[src/rtl/word_serializer_pkg.sv]
// Shared types and width helpers for the word serializer path.
package word_serializer_pkg;

    typedef enum logic {
        ST_IDLE  = 1'b0,
        ST_SHIFT = 1'b1
    } state_e;

    // Occupancy counter must be able to represent DEPTH itself.
    function automatic int cnt_width(input int depth);
        return $clog2(depth + 1);
    endfunction

    function automatic int ptr_width(input int depth);
        return (depth > 1) ? $clog2(depth) : 1;
    endfunction

endpackage

[src/rtl/word_serializer_if.sv]
// Producer-side handshake plus the serial stream outputs of the word serializer.
interface word_serializer_if #(
    parameter int WIDTH = 8
);
    logic             in_valid;
    logic [WIDTH-1:0] in_data;
    logic             in_ready;
    logic             flush;
    logic             bit_out;
    logic             bit_valid;
    logic             word_done;
    logic             idle;

    modport master (
        output in_valid, in_data, flush,
        input  in_ready, bit_out, bit_valid, word_done, idle
    );

    modport slave (
        input  in_valid, in_data, flush,
        output in_ready, bit_out, bit_valid, word_done, idle
    );
endinterface

[src/rtl/word_serializer_fifo.sv]
// Small word FIFO with fall-through read data so a pop can load the shifter on the same edge.
module sync_fifo
    import word_serializer_pkg::*;
#(
    parameter int WIDTH = 8,
    parameter int DEPTH = 4,
    parameter int CNT_W = cnt_width(DEPTH)
) (
    input  logic             clk,
    input  logic             reset,
    input  logic             push_i,
    input  logic             pop_i,
    input  logic             flush_i,
    input  logic [WIDTH-1:0] data_i,
    output logic [WIDTH-1:0] data_o,
    output logic             empty_o,
    output logic [CNT_W-1:0] count_o
);
    localparam int               PTR_W    = ptr_width(DEPTH);
    localparam logic [CNT_W-1:0] FULL_CNT = CNT_W'(DEPTH);

    logic [WIDTH-1:0] mem_q [DEPTH];
    logic [PTR_W-1:0] wr_ptr_q, rd_ptr_q;
    logic [CNT_W-1:0] count_q;
    logic             full, empty, do_push, do_pop;

    assign full    = (count_q == FULL_CNT);
    assign empty   = (count_q == '0);
    // Full blocks a write even when a pop frees a slot on the same edge.
    assign do_push = push_i & ~full & ~flush_i;
    assign do_pop  = pop_i & ~empty & ~flush_i;

    always_ff @(posedge clk or posedge reset) begin
        if (reset) begin
            wr_ptr_q <= '0;
            rd_ptr_q <= '0;
            count_q  <= '0;
        end else if (flush_i) begin
            wr_ptr_q <= '0;
            rd_ptr_q <= '0;
            count_q  <= '0;
        end else begin
            if (do_push) wr_ptr_q <= wr_ptr_q + 1'b1;
            if (do_pop)  rd_ptr_q <= rd_ptr_q + 1'b1;
            case ({do_push, do_pop})
                2'b10:   count_q <= count_q + 1'b1;
                2'b01:   count_q <= count_q - 1'b1;
                default: count_q <= count_q;
            endcase
        end
    end

    always_ff @(posedge clk) begin
        if (do_push) mem_q[wr_ptr_q] <= data_i;
    end

    assign data_o  = mem_q[rd_ptr_q];
    assign empty_o = empty;
    assign count_o = count_q;

endmodule

[src/rtl/word_serializer.sv]
// Buffers parallel words and drains them one bit per clock as an unbroken serial stream.
module word_serializer
    import word_serializer_pkg::*;
#(
    parameter int WIDTH     = 8,
    parameter int DEPTH     = 4,
    parameter bit MSB_FIRST = 1'b1,
    parameter bit IDLE_BIT  = 1'b0
) (
    input  logic              clk,
    input  logic              reset,
    word_serializer_if.slave  bus
);
    localparam int               CNT_W    = cnt_width(DEPTH);
    localparam int               BIT_W    = $clog2(WIDTH);
    localparam logic [CNT_W-1:0] FULL_CNT = CNT_W'(DEPTH);
    localparam logic [BIT_W-1:0] LAST_IDX = BIT_W'(WIDTH - 1);

    state_e           state_q, state_d;
    logic [WIDTH-1:0] shift_q, shift_d;
    logic [BIT_W-1:0] bcnt_q, bcnt_d;
    logic             bit_out_q, bit_out_d;
    logic             bit_valid_q, bit_valid_d;
    logic             word_done_q, word_done_d;

    logic             push, pop, fifo_empty, fifo_full, cur_bit;
    logic [WIDTH-1:0] fifo_data, shifted;
    logic [CNT_W-1:0] fifo_count;

    assign fifo_full = (fifo_count == FULL_CNT);
    assign push      = bus.in_valid & ~fifo_full;

    sync_fifo #(
        .WIDTH (WIDTH),
        .DEPTH (DEPTH)
    ) u_fifo (
        .clk     (clk),
        .reset   (reset),
        .push_i  (push),
        .pop_i   (pop),
        .flush_i (bus.flush),
        .data_i  (bus.in_data),
        .data_o  (fifo_data),
        .empty_o (fifo_empty),
        .count_o (fifo_count)
    );

    assign cur_bit = MSB_FIRST ? shift_q[WIDTH-1] : shift_q[0];
    assign shifted = MSB_FIRST ? {shift_q[WIDTH-2:0], 1'b0} : {1'b0, shift_q[WIDTH-1:1]};

    always_comb begin
        state_d     = state_q;
        shift_d     = shift_q;
        bcnt_d      = bcnt_q;
        bit_out_d   = IDLE_BIT;
        bit_valid_d = 1'b0;
        word_done_d = 1'b0;
        pop         = 1'b0;
        if (bus.flush) begin
            state_d = ST_IDLE;
        end else begin
            case (state_q)
                ST_IDLE: begin
                    if (!fifo_empty) begin
                        pop     = 1'b1;
                        shift_d = fifo_data;
                        bcnt_d  = LAST_IDX;
                        state_d = ST_SHIFT;
                    end
                end
                ST_SHIFT: begin
                    bit_out_d   = cur_bit;
                    bit_valid_d = 1'b1;
                    shift_d     = shifted;
                    bcnt_d      = bcnt_q - 1'b1;
                    // Last bit: chain straight into the next word so no gap bit appears.
                    if (bcnt_q == '0) begin
                        word_done_d = 1'b1;
                        if (!fifo_empty) begin
                            pop     = 1'b1;
                            shift_d = fifo_data;
                            bcnt_d  = LAST_IDX;
                        end else begin
                            state_d = ST_IDLE;
                        end
                    end
                end
                default: state_d = ST_IDLE;
            endcase
        end
    end

    always_ff @(posedge clk or posedge reset) begin
        if (reset) begin
            state_q     <= ST_IDLE;
            shift_q     <= '0;
            bcnt_q      <= '0;
            bit_out_q   <= IDLE_BIT;
            bit_valid_q <= 1'b0;
            word_done_q <= 1'b0;
        end else begin
            state_q     <= state_d;
            shift_q     <= shift_d;
            bcnt_q      <= bcnt_d;
            bit_out_q   <= bit_out_d;
            bit_valid_q <= bit_valid_d;
            word_done_q <= word_done_d;
        end
    end

    assign bus.in_ready  = ~fifo_full;
    assign bus.bit_out   = bit_out_q;
    assign bus.bit_valid = bit_valid_q;
    assign bus.word_done = word_done_q;
    assign bus.idle      = fifo_empty & (state_q == ST_IDLE);

endmodule

[src/flat_wrapper.sv]
// flat-port wrapper written by rule: the top's interface ports become plain ports
module word_serializer_flat import word_serializer_pkg::*;
#(
    parameter int WIDTH     = 8,
    parameter int DEPTH     = 4,
    parameter bit MSB_FIRST = 1'b1,
    parameter bit IDLE_BIT  = 1'b0
)
  (clk, reset, bus_in_valid, bus_in_data, bus_flush, bus_in_ready, bus_bit_out, bus_bit_valid, bus_word_done, bus_idle);
  word_serializer_if #(.WIDTH(WIDTH)) bus_i ();
  input  logic clk;
  input  logic reset;
  input wire logic [$bits(bus_i.in_valid)-1:0] bus_in_valid;
  input wire logic [$bits(bus_i.in_data)-1:0] bus_in_data;
  input wire logic [$bits(bus_i.flush)-1:0] bus_flush;
  output wire logic [$bits(bus_i.in_ready)-1:0] bus_in_ready;
  output wire logic [$bits(bus_i.bit_out)-1:0] bus_bit_out;
  output wire logic [$bits(bus_i.bit_valid)-1:0] bus_bit_valid;
  output wire logic [$bits(bus_i.word_done)-1:0] bus_word_done;
  output wire logic [$bits(bus_i.idle)-1:0] bus_idle;
  assign bus_i.in_valid = bus_in_valid;
  assign bus_i.in_data = bus_in_data;
  assign bus_i.flush = bus_flush;
  assign bus_in_ready = bus_i.in_ready;
  assign bus_bit_out = bus_i.bit_out;
  assign bus_bit_valid = bus_i.bit_valid;
  assign bus_word_done = bus_i.word_done;
  assign bus_idle = bus_i.idle;
  word_serializer #(.WIDTH(WIDTH), .DEPTH(DEPTH), .MSB_FIRST(MSB_FIRST), .IDLE_BIT(IDLE_BIT)) u_core (.clk(clk), .reset(reset), .bus(bus_i));
endmodule
[config.mk]
export PLATFORM = sky130hd
export DESIGN_NAME = word_serializer_flat
export DESIGN_NICKNAME = d
export VERILOG_FILES = /design/src/rtl/word_serializer_pkg.sv /design/src/rtl/word_serializer_if.sv /design/src/rtl/word_serializer_fifo.sv /design/src/rtl/word_serializer.sv /design/src/flat_wrapper.sv
export SDC_FILE = /design/constraint.sdc
export NUM_CORES = 1
export LEC_CHECK = 0
export CORE_MARGIN = 2
export CORE_UTILIZATION = 53
export DETAILED_ROUTE_END_ITERATION = 8
export HOLD_SLACK_MARGIN = 0.06
export PLACE_DENSITY = 0.73
export REMOVE_ABC_BUFFERS = 1
export SETUP_SLACK_MARGIN = 0.5
export SLEW_MARGIN = 20
export SYNTH_ARGS = -nofsm -noshare
export SYNTH_HDL_FRONTEND = slang
export SYNTH_SLANG_ARGS = --single-unit
[constraint.sdc]
create_clock -name clk -period 5.8 [get_ports clk]
set_clock_uncertainty 0.05 [all_clocks]
set_input_delay 0.58 -clock clk [delete_from_list [all_inputs] [get_ports clk]]
set_output_delay 0.58 -clock clk [all_outputs]
set_load 0.02 [all_outputs]
==> impl_summary.txt, run 1 <==
----------------------------------------------------
[Setup path]
  Critical Path Fanout Max ... 15
  Kind of start point of the critical path ... input port
  Reg-to-reg slack, setup ... 3.20 ns
  Worst-path cell chain ... clkdlybuf4s50_1, a211o_1, a21oi_1, fa_1, a2111oi_0, a311oi_1, nor4_1
  Data arrival time of the critical path ... 2.92 ns
  Critical path's slowest cell ... clkdlybuf4s50_1
  Type of element capturing the critical path ... flop
  Slowest cell delay on critical path ... 0.79 ns
  CP bufs+invs ... 1
  Data required time at the worst endpoint ... 5.97 ns
  Family with the most delay on the worst path ... compound AO/OA/AOI/OAI gates
  Worst setup path category ... input port to flop

[Global routing]
  Via count of the first global-routing pass ... 1337
  Global-route wire length before repair ... 6.596 mm
  Total grt overflow ... 0
  Maximum number of pins on one net before global-route repair ... 23
  Antenna violations before repair ... 0
  Global-route usage over all layers ... 17.79%

[Run]
  Number of max-cap violations ... 0

[Route]
  Routed WL ... 3.795 mm
  Vias post-DR ... 1278
  Wire length per cell ... 16.79 µm
  Number of vias per cell ... 5.655
  Remaining design rule violation count ... 0
  Number of nets with antenna violations after routing ... 0
  Iteration-0 DRC count of the detailed router ... 103
  Number of detailed-route iterations in the first pass ... 4

[Synth]
  Flop and latch count out of synthesis ... 54
  Most used flip-flop cell after synthesis ... edfxtp_1
  Cell taking the most area after synthesis ... edfxtp_1
  Post-synth top area share ... 41.63%
  Synthesized cell area ... 0.002308 mm²
  Share of synthesized registers carrying an async set or reset ... 40.74%
  Post-synthesis instance total ... 158
  Number of library cell types mapped by synthesis ... 39
  Main area contributors after synthesis ... edfxtp_1 (42%), dfrtp_1 (24%), mux4_2 (7.8%), nor2_1 (3.6%), ha_1 (3.3%)
  Part of the Yosys area used for sequential elements ... 65.47%
  Number of enable-type register cells in the synthesized netlist ... 32
  Synthesis Warnings ... 0
  Most used standard cell by instance count after synthesis ... edfxtp_1
  Commonest cells post-synth ... edfxtp_1 (32), dfrtp_1 (22), nor2_1 (22)
  Synthesized area per cell ... 14.61 µm²

[Final layout]
  ANT cells ... 0
  Fill count ... 319
  Area added between synthesis and finish ... 12.30%
  Post-Layout Cell Count ... 226
  Share of final-layout standard cells stronger than drive strength 1 ... 13.07%
  Count of nets after finishing ... 194
  Core Util, Final ... 63.44%

[Power]
  Clk pwr share ... 20.4%
  Part of the total power dissipated in combinational logic ... 28.9%
  Power density of the placed cells ... 415.3 mW/mm²
  Cell Int Power ... 0.7224 mW
  Peak supply drop ... 0.2035 mV
  Fraction of power consumed by sequential logic ... 50.6%
  Leakage ... 0.9703 nW
  Switching Power ... 0.3543 mW
  Fraction of power spent switching nets ... 32.91%

[Clocking]
  Later-pin clock latency in the skew report ... 0.31 ns
  Buffers from clock root to sink, at most ... 2
  Post-CTS setup buffer count ... 0
  Number of sinks driven by the clock tree ... 54
  Clock Root Buffer ... clkbuf_8
  Number of buffers created by CTS ... 5
  H-Tree Level Count ... 2
  Clock tree from TritonCTS ... built
  Hold Buf Count CTS ... 0
  PostCTS Resize Cnt ... 0
  Reg clk slew, reported paths ... 0.11 ns

[Floorplanning]
  Core Region ... 0.004086 mm²
  Horiz. Die Dim ... 70.00 µm
  Total Die Area ... 0.004899 mm²
  Chip Height ... 70.00 µm
  Starting density of the core ... 56.49%
  Cell Rows ... 23
  Top-level port count ... 17

[Timing]
  Timing-limited maximum frequency ... 362.9 MHz
  Period utilization ... 47.51%
  Total negative slack ... 0 ns
  Count of endpoints failing hold in the final timing report ... 0
  Smallest hold slack ... 0.4771 ns
  Max-slew headroom ... 45.30%
  Post-layout worst setup margin ... 3.044 ns
  Final critical path time including I/O delays and setup ... 2.756 ns
  Max Transition Viols Final ... 0
  Count of endpoints failing setup in the final report ... 0
  Measured slew at the worst slew-check pin ... 0.8197 ns
  Setup repair after global routing missed its margin ... no

[Placed design]
  Setup slack after placement ... 2.740 ns
  Post-DP HPWL ... 2.637 mm
  Post-placement cell count ... 218
  Final Wtd Congestion ... 0.8796
  I/O Buffers ... 16

[Worst hold path]
  Path category of the worst min-delay check ... flop to flop

[Outcome]
  Outcome ... complete, no violations

----------------------------------------------------
per-layer routing:
metal | share of wire [%] | track usage (%)
met5 | 0 | 0
met4 | 1.0 | 7.051
met3 | 3.5 | 3.608
met2 | 52 | 30.37
met1 | 44 | 22.32
per-stage QoR:
stage / power, mW / cell area [µm²]
2_1_floorplan: 0.7698 / 2272
3_3_place_gp: 0.8463 / 2495
3_5_place_dp: 0.8639 / 2495
4_1_cts: 1.083 / 2592
5_1_grt: 1.143 / 2592
6_report: 1.077 / 2592
cells by family after synthesis:
family                     after synthesis  share of synthesized area [%]
muxes                                   10                          8.889
buffers and inverters                   15                          3.035
and+or+nand+nor                         44                          9.594
AOI/OAI and AO/OA                       23                          6.667
xor gates and xnor gates                 5                          2.222
adders and majority gates                7                          4.119
DFF                                     54                          65.47
cell type report:
class                      count  area (µm²)  area share (%)
inverter                       9       33.78           1.303
tap                           50       62.56           2.413
clock inverter                 3       28.78           1.110
timing repair buffer          16       160.2           6.178
sequential                    54        1511           58.30
clock buffer                   5       68.82           2.654
multi-input combinational     89       726.9           28.04
worst reg2reg max path: stages (launching register included):
cell       delay [ns]
dfrtp_1          0.48
nor3_2           0.42
a211o_1          0.35
a21oi_1          0.11
fa_1             0.43
a2111oi_0        0.37
a311oi_1         0.10
nor4_1           0.19
power groups by stage:
stage	clock [mW]	combinational [mW]	sequential, mW
global route	0.242	0.344	0.557
CTS	0.225	0.313	0.545
detailed placement	0	0.311	0.553
floorplan	0	0.232	0.537
finish	0.220	0.312	0.545
global placement	0	0.299	0.547
layout by cell type, fill, tap and decap left out, drive strengths merged, types with 6 or more instances in the layout:
cell type and instances:
edfxtp 32, inv 11, mux4 8, nor2 23, dfrtp 22, clkdlybuf4s50 16, ha 6, nand2 6
o22ai 7
final timing paths:
check / from / endpoint / cells past startpoint
worst max register to register: u_core.u_fifo.count_o[0]$_DFFE_PP0P_ / u_core.u_fifo.count_o[2]$_DFFE_PP0P_ / 7
max in group asynchronous: reset / u_core.u_fifo.rd_ptr_q[0]$_DFFE_PP0P_ / 2
worst max-delay path: bus_flush / u_core.u_fifo.count_o[2]$_DFFE_PP0P_ / 7
worst min register to register: u_core.bcnt_q[2]$_DFFE_PP0P_ / u_core.bcnt_q[2]$_DFFE_PP0P_ / 1
worst min-delay path: u_core.bcnt_q[2]$_DFFE_PP0P_ / u_core.bcnt_q[2]$_DFFE_PP0P_ / 1
min in group asynchronous: reset / u_core.shift_q[6]$_DFFE_PP0P_ / 2
flip-flops by register name (all words and copies together) (netlist names):
signal,flops
u_core.bus.word_done,1
u_core.u_fifo.wr_ptr_q,2
u_core.u_fifo.mem_q,32
u_core.bus.bit_valid,1
u_core.state_q,1
u_core.bus.bit_out,1
u_core.shift_q,8
u_core.bcnt_q,3
u_core.u_fifo.rd_ptr_q,2
u_core.u_fifo.count_o,3
Power figures use the tool's default switching activity.
==> run 2: changes to the inputs <==
- CORE_UTILIZATION: 53 -> 52
- PLACE_DENSITY: 0.73 -> 0.75
- clock period: 5.8 -> 2.44 ns (I/O delays scaled with it)
==> impl_summary.txt, run 2 (synthesis gave the netlist of run 1 again) <==
----------------------------------------------------
[Outcome]
  Outcome ... complete, no violations

[Final layout]
  Share of final-layout standard cells stronger than drive strength 1 ... 28.80% (+16 points)
  Count of nets after finishing ... 209 (+7.7%)
  Top flop regs ... u_core.u_fifo.mem_q: 32 flops, u_core.shift_q: 8 flops
  Flip-flop count of the largest register after layout ... 32 (unchanged)
  Register with the highest flop count ... u_core.u_fifo.mem_q
  ANT cells ... 0 (unchanged)
  Area added between synthesis and finish ... 21.84%
  Fill count ... 303 (-5.0%)
  Core Util, Final ... 65.05% (+1.6 points)
  Most frequent cells in the layout ... edfxtp_1 (32), nor2_1 (22), dfrtp_1 (18)
  Post-route standard cell area excluding fillers ... 0.002813 mm² (+8.5%)
  Most common cell after layout, fill and taps aside ... edfxtp_1

[Clocking]
  Later-pin clock latency in the skew report ... 0.31 ns (about the same)
  Buffers from clock root to sink, at most ... 2 (unchanged)
  Number of buffers created by CTS ... 5 (unchanged)
  H-Tree Level Count ... 2 (unchanged)
  Clock tree from TritonCTS ... built
  Clock Root Buffer ... clkbuf_8
  Reg clk slew, reported paths ... 0.10 ns (about the same)
  Number of sinks driven by the clock tree ... 54 (unchanged)

[Floorplanning]
  Total Die Area ... 0.004989 mm² (+1.8%)
  Top-level port count ... 17 (unchanged)
  Cell Rows ... 24 (+4.3%)
  Chip Height ... 70.63 µm (+0.91%)
  Starting density of the core ... 53.39% (-3.1 points)
  Core Region ... 0.004324 mm² (+5.8%)
  Horiz. Die Dim ... 70.63 µm (+0.91%)

[Setup path]
  Reg-to-reg slack, setup ... 0.44 ns (-2.76 ns)
  Data required time at the worst endpoint ... 2.60 ns (-3.37 ns)
  Number of cells on the worst reg-to-reg path ... 8 (+1)
  Type of element capturing the critical path ... flop
  Data arrival time of the critical path ... 2.16 ns (-0.76 ns)
  Reg-to-reg startpoint ... u_core.u_fifo.count_o[0]$_DFFE_PP0P_
  Critical Path Fanout Max ... 4 (-11)
  Kind of start point of the critical path ... flop
  Worst setup path category ... flop to flop
  Reg-to-Reg End ... u_core.u_fifo.count_o[2]$_DFFE_PP0P_

[Global routing]
  Maximum number of pins on one net before global-route repair ... 23 (unchanged)
  Via count of the first global-routing pass ... 1510 (+13%)
  Antenna violations before repair ... 0 (unchanged)
  Global-route usage over all layers ... 18.92% (+1.1 points)
  Total grt overflow ... 0 (unchanged)
  Global-route wire length before repair ... 7.141 mm (+8.3%)

[Run]
  Number of max-cap violations ... 0 (unchanged)

[Power]
  Part of the total power dissipated in combinational logic ... 34.0% (+5.1 points)
  Fraction of power spent switching nets ... 32.84% (-0.070 points)
  Switching Power ... 0.9648 mW (+170%)
  Fraction of power consumed by sequential logic ... 44.8% (-5.8 points)
  Clk pwr share ... 21.2% (+0.8 points)
  Power density of the placed cells ... 1045 mW/mm² (+150%)
  Cell Int Power ... 1.973 mW (+170%)
  Leakage ... 1.057 nW (+8.9%)
  Peak supply drop ... 0.5219 mV (+160%)

[Route]
  Iteration-0 DRC count of the detailed router ... 104 (+0.97%)
  Remaining design rule violation count ... 0 (unchanged)
  Wire length per cell ... 17.79 µm (+5.9%)
  Number of nets with antenna violations after routing ... 0 (unchanged)
  Vias post-DR ... 1377 (+7.7%)
  Number of vias per cell ... 5.667 (+0.21%)
  Routed WL ... 4.323 mm (+14%)
  Number of detailed-route iterations in the first pass ... 4 (unchanged)

[Timing]
  Max Transition Viols Final ... 0 (unchanged)
  Measured slew at the worst slew-check pin ... 0.8301 ns (+0.01047 ns)
  Final critical path time including I/O delays and setup ... 2.001 ns
  Count of endpoints failing hold in the final timing report ... 0 (unchanged)
  Period utilization ... 82.01%
  Count of endpoints failing setup in the final report ... 0 (unchanged)
  Max-slew headroom ... 44.60% (-0.70 points)
  Setup repair after global routing missed its margin ... yes
  Total negative slack ... 0 ns (unchanged)
  Timing-limited maximum frequency ... 499.8 MHz

[Placed design]
  Dpl cell area ... 0.002527 mm² (+1.3%)
  Post-DP HPWL ... 2.744 mm (+4.0%)
  I/O Buffers ... 16 (unchanged)
  Final Wtd Congestion ... 0.8200 (-6.8%)

[Worst hold path]
  Path category of the worst min-delay check ... input port to asynchronous set/reset pin

----------------------------------------------------
[run 2: cell count changes in the layout (fill, tap and decap cells not counted), moves of 2 or more]
cell	before	now
and2_1	4	0
and2_2	0	4
buf_4	0	14
clkdlybuf4s50_1	16	14
dfrtp_1	22	18
dfrtp_2	0	4
inv_1	9	7
inv_2	0	2
[run 2: timing repair]
action	CTS	global route
pin swaps	6	6
setup buffers	6	5
endpoints found under the setup margin	3	42
hold buffers	0	0
resized for setup	18	9
[run 2: layer usage]
metal / GRT usage (%) / wire length, µm / vias to the layer above
met4: 7.128 / 89 / 0
met1: 23.36 / 1818 / 687
met5: 0 / 0 / -
met3: 5.128 / 200 / 10
li1: - / - / 640
met2: 32.18 / 2214 / 40
[run 2: cell type report]
type	count	area, µm²	area share [%]
Sequential cell	54	1516	53.91
Clock buffer	5	68.82	2.447
Inverter	9	33.78	1.201
Clock inverter	3	48.80	1.735
Timing Repair Buffer	31	270.3	9.609
Multi-Input combinational cell	89	809.5	28.78
Tap cell	52	65.06	2.313
[run 2: metrics by stage]
stage | instances | total power, mW | hold slack [ns] | setup WS (ns)
floorplan | 152 | 1.830 | 0.1832 | 0.2474
global placement | 224 | 2.038 | 0.4435 | 0.4025
detailed placement | 224 | 2.092 | 0.4499 | 0.1684
CTS | 238 | 2.823 | 0.3727 | 0.3905
global route | 243 | 3.092 | 0.4204 | 0.3388
finish | 243 | 2.938 | 0.3411 | 0.4390
[run 2: worst max path at each step]
stage | endpoint | slack [ns] | from | cells past startpoint
finish | u_core.u_fifo.count_o[2]$_DFFE_PP0P_ | 0.44 | u_core.u_fifo.count_o[0]$_DFFE_PP0P_ | 8
CTS | u_core.u_fifo.count_o[2]$_DFFE_PP0P_ | 0.39 | u_core.u_fifo.count_o[0]$_DFFE_PP0P_ | 8
global placement | bus_idle | 0.40 | u_core.u_fifo.count_o[0]$_DFFE_PP0P_ | 2
detailed placement | u_core.u_fifo.count_o[2]$_DFFE_PP0P_ | 0.17 | bus_in_valid | 6
floorplan | u_core.u_fifo.count_o[2]$_DFFE_PP0P_ | 0.25 | u_core.u_fifo.count_o[0]$_DFFE_PP0P_ | 7
global route | u_core.u_fifo.count_o[2]$_DFFE_PP0P_ | 0.34 | u_core.u_fifo.count_o[0]$_DFFE_PP0P_ | 8
[run 2: worst max-delay path, stage by stage (launching register included)]
cell and delay, ns:
dfrtp_2 0.45, buf_6 0.14, nor3_4 0.12, a211o_1 0.15, a21oi_2 0.05, fa_2 0.44
a2111oi_4 0.22, a311oi_1 0.09, nor4_1 0.19
[run 2: power groups by stage]
stage / clock, mW / combinational, mW / sequential (mW)
finish: 0.623 / 0.998 / 1.32
floorplan: 0 / 0.553 / 1.28
CTS: 0.626 / 0.887 / 1.31
global placement: 0 / 0.735 / 1.30
global route: 0.658 / 1.10 / 1.34
detailed placement: 0 / 0.779 / 1.31
==> run 3: changes to the inputs <==
- CORE_UTILIZATION: 52 -> 53
- PLACE_DENSITY: 0.75 -> 0.73
- clock period: 2.44 -> 2.1 ns (I/O delays scaled with it)
==> impl_summary.txt, run 3 (synthesis gave the netlist of run 1 again) <==
----------------------------------------------------
[Outcome]
  Outcome ... complete, no violations

[Clocking]
  Later-pin clock latency in the skew report ... 0.32 ns (about the same)
  Clock Root Buffer ... clkbuf_8
  Number of sinks driven by the clock tree ... 54 (unchanged)
  Number of buffers created by CTS ... 5 (unchanged)
  Buffers from clock root to sink, at most ... 2 (unchanged)
  Clock tree from TritonCTS ... built
  H-Tree Level Count ... 2 (unchanged)
  Hold Buf Count CTS ... 0 (unchanged)
  Reg clk slew, reported paths ... 0.11 ns (about the same)

[Final layout]
  Register with the highest flop count ... u_core.u_fifo.mem_q
  Flip-flop count of the largest register after layout ... 32 (unchanged)
  Top flop regs ... u_core.u_fifo.mem_q: 32 flops, u_core.shift_q: 8 flops
  Most frequent cells in the layout ... edfxtp_1 (32), nor2_1 (19), dfrtp_1 (19)
  Count of nets after finishing ... 225 (+7.7%)
  Area added between synthesis and finish ... 36.21%
  Share of final-layout standard cells stronger than drive strength 1 ... 44.44% (+16 points)
  Most common cell after layout, fill and taps aside ... edfxtp_1
  Post-route standard cell area excluding fillers ... 0.003144 mm² (+12%)
  ANT cells ... 0 (unchanged)

[Floorplanning]
  Cell Rows ... 23 (-4.2%)
  Core Region ... 0.004086 mm² (-5.5%)
  Top-level port count ... 17 (unchanged)
  Chip Height ... 70.00 µm (-0.90%)
  Horiz. Die Dim ... 70.00 µm (-0.90%)
  Total Die Area ... 0.004899 mm² (-1.8%)
  Starting density of the core ... 56.49% (+3.1 points)

[Placed design]
  Setup slack after placement ... -0.04074 ns (-0.2092 ns)
  Final Wtd Congestion ... 0.7543 (-8.0%)
  Dpl cell area ... 0.002592 mm² (+2.6%)
  I/O Buffers ... 16 (unchanged)
  Post-DP HPWL ... 2.751 mm (+0.27%)

[Route]
  WL met2 ... 2.756 mm (+24%)
  Routed length on met3 ... 302 µm (+51%)
  Routed WL ... 5.166 mm (+20%)
  Number of nets with antenna violations after routing ... 0 (unchanged)
  Wire length per cell ... 20.10 µm (+13%)
  Number of vias per cell ... 5.829 (+2.9%)
  Top Layer Used ... met4
  Remaining design rule violation count ... 0 (unchanged)
  Number of detailed-route iterations in the first pass ... 4 (unchanged)
  Vias post-DR ... 1498 (+8.8%)
  Iteration-0 DRC count of the detailed router ... 107 (+2.9%)
  Wl on met1 ... 2.044 mm (+12%)

[Timing]
  Count of endpoints failing setup in the final report ... 0 (unchanged)
  Total negative slack ... 0 ns (unchanged)
  Period utilization ... 99.16% (+17 points)
  Smallest hold slack ... 0.1684 ns (-0.1727 ns)
  Timing-limited maximum frequency ... 480.2 MHz (-3.9%)
  Max Transition Viols Final ... 0 (unchanged)
  Setup repair after global routing missed its margin ... yes
  Post-layout worst setup margin ... 0.01760 ns (-0.4214 ns)
  Final critical path time including I/O delays and setup ... 2.082 ns (+0.08142 ns)
  Max-slew headroom ... 71.85% (+27 points)
  Measured slew at the worst slew-check pin ... 0.4223 ns (-0.4079 ns)
  Count of endpoints failing hold in the final timing report ... 0 (unchanged)

[Setup path]
  Worst setup path category ... flop to flop
  Type of element capturing the critical path ... flop
  Kind of start point of the critical path ... flop
  Critical Path Fanout Max ... 3 (-1)
  Reg-to-reg slack, setup ... 0.02 ns (-0.42 ns)
  Data required time at the worst endpoint ... 2.27 ns (-0.33 ns)
  Data arrival time of the critical path ... 2.25 ns (+0.09 ns)

[Worst hold path]
  Path category of the worst min-delay check ... input port to asynchronous set/reset pin

[Global routing]
  Via count of the first global-routing pass ... 1575 (+4.3%)
  Global-route usage over all layers ... 20.54% (+1.6 points)
  Total grt overflow ... 0 (unchanged)
  Antenna violations before repair ... 0 (unchanged)
  Maximum number of pins on one net before global-route repair ... 23 (unchanged)
  Global-route wire length before repair ... 7.679 mm (+7.5%)

[Power]
  Leakage ... 1.204 nW (+14%)
  Power density of the placed cells ... 1205 mW/mm² (+15%)
  Peak supply drop ... 0.5987 mV (+15%)

[Run]
  Number of max-cap violations ... 0 (unchanged)

----------------------------------------------------
run 3: cell types whose count changed in the layout (fill, tap and decap cells not counted), sizes merged:
| cell | change |
|---|---|
| buf | +18 |
| bufinv | -1 |
| clkbuf | -1 |
| clkinv | +1 |
| clkinvlp | -1 |
| dlygate4sd2 | -1 |
| inv | +1 |
run 3: per-stage QoR:
stage	power, mW	instances	util, %
after floorplan	2.126	152	-
after global placement	2.428	231	63.44
after detailed placement	2.476	231	63.44
after CTS	3.375	252	71.74
after global routing	3.953	257	76.94
final	3.789	257	76.94
run 3: worst paths after layout:
path | cells past startpoint | to | start
max in group asynchronous | 3 | u_core.u_fifo.count_o[2]$_DFFE_PP0P_ | reset
hold / removal | 3 | u_core.bcnt_q[2]$_DFFE_PP0P_ | reset
setup / recovery | 9 | u_core.u_fifo.count_o[2]$_DFFE_PP0P_ | u_core.bcnt_q[1]$_DFFE_PP0P_
setup reg to reg | 9 | u_core.u_fifo.count_o[2]$_DFFE_PP0P_ | u_core.bcnt_q[1]$_DFFE_PP0P_
hold reg to reg | 1 | u_core.bus.bit_out$_DFF_PP0_ | u_core.shift_q[7]$_DFFE_PP0P_
min in group clk | 1 | u_core.u_fifo.mem_q[1][3]$_DFFE_PP_ | bus_in_data[3]
run 3: cell type report:
cell class	count	area (µm²)
timing repair buffer	47	462.9
fill	214	942.2
inverter	9	33.78
tap	50	62.56
multi-input combinational	89	972.2
clock inverter	3	28.78
sequential	54	1515
clock buffer	5	68.82
run 3: critical path, stage by stage (launching register included):
cell and delay, ns:
dfrtp_1 0.43, inv_2 0.10, ha_4 0.14, nand2b_4 0.06
a211o_1 0.34, a21oi_2 0.14, fa_2 0.27, buf_6 0.13
nor4b_4 0.05, nor4_2 0.27
run 3: where the power goes:
| group | internal (mW) | total [mW] | switching, mW |
|---|---|---|---|
| logic | 0.865 | 1.67 | 0.807 |
| registers | 1.32 | 1.49 | 0.171 |
| clock network | 0.250 | 0.623 | 0.372 |
| total | 2.44 | 3.79 | 1.35 |
run 3: repair_timing:
item	4_1_cts	5_1_grt
setup buffers	13	5
pin swaps	13	18
gates resized for setup	41	42
setup endpoints to repair	47	50
run 3: per-layer routing:
metal	global-route usage [%]	vias up
met1	25.62	749
met3	5.339	12
met2	35.87	56
met5	0	-
li1	-	681
met4	5.128	0
